**config.mk**
```make
export PLATFORM = sky130hd
export DESIGN_NAME = uart_rx_os
export DESIGN_NICKNAME = d
export VERILOG_FILES = /design/src/rtl/uart_rx_os.sv
export SDC_FILE = /design/constraint.sdc
export NUM_CORES = 1
export LEC_CHECK = 0
export CAP_MARGIN = 40
export CORE_MARGIN = 2
export CORE_UTILIZATION = 50
export CTS_CLUSTER_SIZE = 25
export DETAILED_ROUTE_END_ITERATION = 8
export PLACE_DENSITY = 0.83
export RECOVER_POWER = 100
export SLEW_MARGIN = 40
export SYNTH_ARGS = -nofsm -noshare
export SYNTH_HDL_FRONTEND = slang
export SYNTH_SLANG_ARGS = --single-unit
```
**constraint.sdc**
```tcl
create_clock -name clk -period 2 [get_ports clk]
set_input_delay 0.4 -clock clk [delete_from_list [all_inputs] [get_ports clk]]
set_output_delay 0.4 -clock clk [all_outputs]
set_load 0.01 [all_outputs]
```
**src/rtl/uart_rx_os.sv**
```systemverilog
// rtl/uart_rx_os.sv - oversampling UART receiver with parity, framing and overrun detection
module uart_rx_os #(
    parameter int CLK_FREQ    = 1000000,
    parameter int BAUD_RATE   = 9600,
    parameter int OVERSAMPLE  = 16,
    parameter int DATA_BITS   = 8,
    parameter int PARITY      = 0,
    parameter int STOP_BITS   = 1,
    parameter int SYNC_STAGES = 2
) (
    input  logic                 clk,
    input  logic                 rst,
    input  logic                 rx,
    output logic [DATA_BITS-1:0] rx_data,
    output logic                 rx_valid,
    input  logic                 rx_ready,
    output logic                 frame_err,
    output logic                 parity_err,
    output logic                 overrun,
    output logic                 busy
);

    localparam int DIV_RAW = CLK_FREQ / (BAUD_RATE * OVERSAMPLE);
    localparam int DIV     = (DIV_RAW < 1) ? 1 : DIV_RAW;
    localparam int TW      = (DIV > 1) ? $clog2(DIV) : 1;
    localparam int CW      = $clog2(OVERSAMPLE);

    localparam logic [TW-1:0] DIV_LAST  = TW'(DIV - 1);
    localparam logic [CW-1:0] HALF_LAST = CW'(OVERSAMPLE / 2 - 1);
    localparam logic [CW-1:0] FULL_LAST = CW'(OVERSAMPLE - 1);
    localparam logic [3:0]    DATA_LAST = 4'(DATA_BITS - 1);
    localparam logic [3:0]    STOP_LAST = 4'(STOP_BITS - 1);
    localparam logic          PAR_ODD   = (PARITY == 1);

    typedef enum logic [2:0] {
        S_IDLE,
        S_START,
        S_DATA,
        S_PARITY,
        S_STOP
    } state_t;

    state_t                 state;
    state_t                 state_next;
    logic [TW-1:0]          div_cnt;
    logic                   tick;
    logic [SYNC_STAGES-1:0] sync_ff;
    logic                   rxs;
    logic [CW-1:0]          samp_cnt;
    logic [3:0]             bit_cnt;
    logic                   armed;
    logic [DATA_BITS-1:0]   shreg;
    logic                   fe_pend;
    logic                   pe_pend;
    logic                   sample;
    logic                   frame_end;

    // Free-running baud tick; one pulse per oversample period.
    always_ff @(posedge clk) begin
        if (rst) begin
            div_cnt <= '0;
        end else if (div_cnt == DIV_LAST) begin
            div_cnt <= '0;
        end else begin
            div_cnt <= div_cnt + 1'b1;
        end
    end

    assign tick = (div_cnt == DIV_LAST);

    always_ff @(posedge clk) begin
        if (rst) begin
            sync_ff <= '1;
        end else begin
            sync_ff <= {sync_ff[SYNC_STAGES-2:0], rx};
        end
    end

    assign rxs  = sync_ff[SYNC_STAGES-1];
    assign busy = (state != S_IDLE);

    always_comb begin
        state_next = state;
        sample     = 1'b0;
        frame_end  = 1'b0;
        case (state)
            S_IDLE: begin
                if (tick && armed && !rxs) begin
                    state_next = S_START;
                end
            end
            S_START: begin
                if (tick && samp_cnt == HALF_LAST) begin
                    sample     = 1'b1;
                    state_next = rxs ? S_IDLE : S_DATA;
                end
            end
            S_DATA: begin
                if (tick && samp_cnt == FULL_LAST) begin
                    sample = 1'b1;
                    if (bit_cnt == DATA_LAST) begin
                        state_next = (PARITY != 0) ? S_PARITY : S_STOP;
                    end
                end
            end
            S_PARITY: begin
                if (tick && samp_cnt == FULL_LAST) begin
                    sample     = 1'b1;
                    state_next = S_STOP;
                end
            end
            S_STOP: begin
                if (tick && samp_cnt == FULL_LAST) begin
                    sample = 1'b1;
                    if (bit_cnt == STOP_LAST) begin
                        frame_end  = 1'b1;
                        state_next = S_IDLE;
                    end
                end
            end
            default: state_next = S_IDLE;
        endcase
    end

    always_ff @(posedge clk) begin
        if (rst) begin
            state    <= S_IDLE;
            samp_cnt <= '0;
            bit_cnt  <= '0;
            armed    <= 1'b0;
            shreg    <= '0;
            fe_pend  <= 1'b0;
            pe_pend  <= 1'b0;
        end else begin
            state <= state_next;
            if (tick) begin
                samp_cnt <= (sample || state == S_IDLE) ? '0 : samp_cnt + 1'b1;
            end
            // Bit counter restarts whenever a sample moves us to a new phase.
            if (sample) begin
                bit_cnt <= (state_next != state) ? '0 : bit_cnt + 1'b1;
            end
            // A frame ending in a low stop bit is a break: re-arm only after the line idles high.
            if (state == S_IDLE && tick && rxs) begin
                armed <= 1'b1;
            end else if (frame_end && !rxs) begin
                armed <= 1'b0;
            end
            if (sample) begin
                case (state)
                    S_START: begin
                        if (!rxs) begin
                            fe_pend <= 1'b0;
                            pe_pend <= 1'b0;
                        end
                    end
                    S_DATA:   shreg <= {rxs, shreg[DATA_BITS-1:1]};
                    S_PARITY: if ((^shreg ^ rxs) != PAR_ODD) pe_pend <= 1'b1;
                    S_STOP:   if (!rxs) fe_pend <= 1'b1;
                    default: ;
                endcase
            end
        end
    end

    // Handshake is honoured before a same-cycle completion so the new frame can load.
    always_ff @(posedge clk) begin
        if (rst) begin
            rx_data    <= '0;
            rx_valid   <= 1'b0;
            frame_err  <= 1'b0;
            parity_err <= 1'b0;
            overrun    <= 1'b0;
        end else begin
            if (rx_valid && rx_ready) begin
                rx_valid   <= 1'b0;
                frame_err  <= 1'b0;
                parity_err <= 1'b0;
                overrun    <= 1'b0;
            end
            if (frame_end) begin
                if (!rx_valid || rx_ready) begin
                    rx_data    <= shreg;
                    frame_err  <= fe_pend | !rxs;
                    parity_err <= pe_pend;
                    rx_valid   <= 1'b1;
                end else begin
                    overrun <= 1'b1;
                end
            end
        end
    end

endmodule

```
==> results.cfg <==
[status]
status = complete, no violations

[job]
timing.max_cap.violations = 0

[logic_synthesis]
synth_mux_area_share_pct = 9.03
synth-compound-area-share_pct = 13.1
synth_simple_gate_area_share_pct = 24.2
synth.top_cell.area_share_pct = 41.4
synth_cells = 211
synthArstFlopShare_pct = 0
synth.ff_latch_count = 39
largest_family_of_logic_cells_by_synthesized_area = simple AND/OR/NAND/NOR gates
synth_common_cells = 39 x sky130_fd_sc_hd__dfxtp_1, 29 x sky130_fd_sc_hd__nor2_1, 17 x sky130_fd_sc_hd__mux2i_1
synthDominantAreaCellType = sky130_fd_sc_hd__dfxtp_1
synth-seq-area-share_pct = 41.4
yosys_most_used_dff = sky130_fd_sc_hd__dfxtp_1
post_synth.cell_area_avg_um2 = 8.93
synth_adder_area_share_pct = 3.32
synthesis.yosys.warnings = 0
synth_enable_flop_cells = 0
synth_xor_xnor_area_share_pct = 4.45
synth.net_count = 220
ys_top_cells_by_area = sky130_fd_sc_hd__dfxtp_1 41%, sky130_fd_sc_hd__mux2i_1 9.0%, sky130_fd_sc_hd__nor2_1 5.8%
mappedNetlistArea_um2 = 1880
synthMostInstantiatedCell = sky130_fd_sc_hd__dfxtp_1
number_of_distinct_library_cell_variants_in_the_gate_level_netlist_after_synthesis = 43

[worst_setup_path]
timing.setup.critical_path_class = flip-flop to primary output
crit_path_start_kind = flip-flop
timing.critical_path.fanout_max = 11
timing.critical_path.arrival_ns = 1.50
r2r_cells = 7
setup_crit_end_kind = primary output
worst_ep_required_time_ns = 1.60

[cts]
number_of_clock_buffers_inserted_by_tritoncts = 5
clock_latency_ns = 0.29
cts_tree = built
post-cts-setup-buffers = 0
cts_root_buf = sky130_fd_sc_hd__clkbuf_8
numClockSinks = 39
ctsLongestPathBuffers = 2
clkSlewWorstSetupHoldPaths_ns = 0.07
htreeDepth = 2

[final_layout]
area_growth_syn_to_layout_pct = 19.5
final_nets = 244
drive_above_1_share_pct = 11.5
antennaDiodeCount = 0

[timing]
final_hold_vios = 0
tns_ns = 0
worstMarginPinSlew_ns = 0.456
setup_repair_after_global_routing_missed_its_margin = no
worst_slew_margin_rel_pct = 69.6
final_max_slew_viol_count = 0
final_critical_path_setup_slack_ns = 0.0997
fmax_mhz = 526
post-route-min-period_ns = 1.90
setup_viol = 0
finClkSkew_ns = 0.00337
finalCritPeriodShare_pct = 95.0

[drt]
post-route-drc-count = 0
drtAntennaViolNets = 0
routed_wl_mm = 3.67
detail_route.wl_per_cell_um = 13.0
drt-initial-drc-count = 60
vias = 1548
first_pass_iters = 4
vias_per_cell = 5.47

[floorplan]
placement_rows = 22
die_h_um = 65.4
start_util_pct = 51.9
chipWidth_um = 65.4
core-area_um2 = 3630
fp.dieArea_um2 = 4280
io_pins = 17

[power_and_ir_drop]
worst_ir_drop_vdd_v = 0.000626
p_per_area_nw_per_um2 = 621
p_leak_nw = 0.874
total_design_power_mw = 1.40

[grt]
grt_antenna_before_repair = 0
grt_pass1_wl_mm = 6.33
grt-ovfl-total = 0
total_routing_usage_reported_by_global_routing_pct = 19.4
grt_start_max_net_pins = 40
vias_in_the_first_global_route = 1424

[hold_path]
worstHoldPathType = flip-flop to flip-flop
timing.hold.worst_path_depth = 1

[place]
dp_worst_setup_slack_ns = 0.0612
count_of_buffers_inserted_at_the_top_level_ports = 16
detailed_place_hpwl_mm = 2.57
finalWeightedCongestion = 0.844
worst max-delay path, stage by stage, from the launching register on:
cell	delay (ns)
sky130_fd_sc_hd__dfxtp_1	0.31
sky130_fd_sc_hd__buf_4	0.18
sky130_fd_sc_hd__nor3_4	0.19
sky130_fd_sc_hd__inv_1	0.05
sky130_fd_sc_hd__clkdlybuf4s50_1	0.47
logic make-up (layout without fill, tap and decap cells):
logic type      count (synthesis)  in the layout
xor+xnor                        8              8
compound gates                 40             40
flops                          39             39
fa+ha+maj                       5              5
mux                            17             17
buf+inv                        19             43
simple gates                   83             83
metal layers:
| metal | part of all wire, % | vias to the layer above | GRT usage, % |
|---|---|---|---|
| li1 | - | 789 | - |
| met1 | 45 | 720 | 23.9 |
| met2 | 48 | 33 | 31.6 |
| met3 | 5.3 | 6 | 5.31 |
| met4 | 1.7 | 0 | 8.33 |
| met5 | 0 | - | 0 |
power by group:
group          total (mW)  switching (mW)  internal (mW)
Sequential          0.803          0.0135          0.790
Combinational      0.0629          0.0321         0.0308
Clock               0.533           0.263          0.270
Total                1.40           0.308           1.09
registers in the layout (all words and copies together), names as in the netlist:
register / count
parity_err: 1
sync_ff: 2
fe_pend: 1
state: 3
rx_valid: 1
shreg: 8
bit_cnt: 4
armed: 1
rx_data: 8
div_cnt: 3
frame_err: 1
overrun: 1
pe_pend: 1
samp_cnt: 4
worst paths after layout:
path | startpoint | to | slack [ns]
setup / recovery | state[2] | busy | 0.1
hold / removal | sync_ff[0] | sync_ff[1] | 0.43
setup reg to reg | bit_cnt[0] | frame_err | 0.12
hold reg to reg | sync_ff[0] | sync_ff[1] | 0.43
cells in the final DEF (no fill, tap or decap), types with 5 or more instances in the layout:
cell type and instances:
sky130_fd_sc_hd__clkbuf_8 6, sky130_fd_sc_hd__xnor2_1 5, sky130_fd_sc_hd__o21ai_0 8, sky130_fd_sc_hd__buf_4 6
sky130_fd_sc_hd__a21oi_1 15, sky130_fd_sc_hd__dlygate4sd3_1 13, sky130_fd_sc_hd__nor3_1 5, sky130_fd_sc_hd__inv_1 9
sky130_fd_sc_hd__nand4_1 7, sky130_fd_sc_hd__dfxtp_1 39, sky130_fd_sc_hd__mux2i_1 17, sky130_fd_sc_hd__nand2_1 14
sky130_fd_sc_hd__ha_1 5, sky130_fd_sc_hd__nor2_1 29
stage by stage:
step / cells / utilization [%] / hold slack (ns) / instance area, um^2
3_5_place_dp: 276 / 59.2 / 0.412 / 2150
4_1_cts: 283 / 61.6 / 0.432 / 2240
2_1_floorplan: 211 / - / 0.389 / 1880
5_1_grt: 283 / 62.0 / 0.450 / 2250
3_3_place_gp: 276 / 59.2 / 0.406 / 2150
6_report: 283 / 62.0 / 0.426 / 2250
final cells by class:
class	count	area, um^2
fillers	317	1380
multi-input cells	153	1050
flip-flops and latches	39	781
repair buffers	27	241
clock buffers	6	82.6
well taps	48	60.1
inverters	9	33.8
clock inverters	1	5.00
what timing repair did:
item | CTS | global route
resized for setup | 0 | 5
hold endpoints to repair | 0 | 0
endpoints found under the setup margin | 0 | 8
hold buffers | 0 | 0
Power figures use the tool's default switching activity.
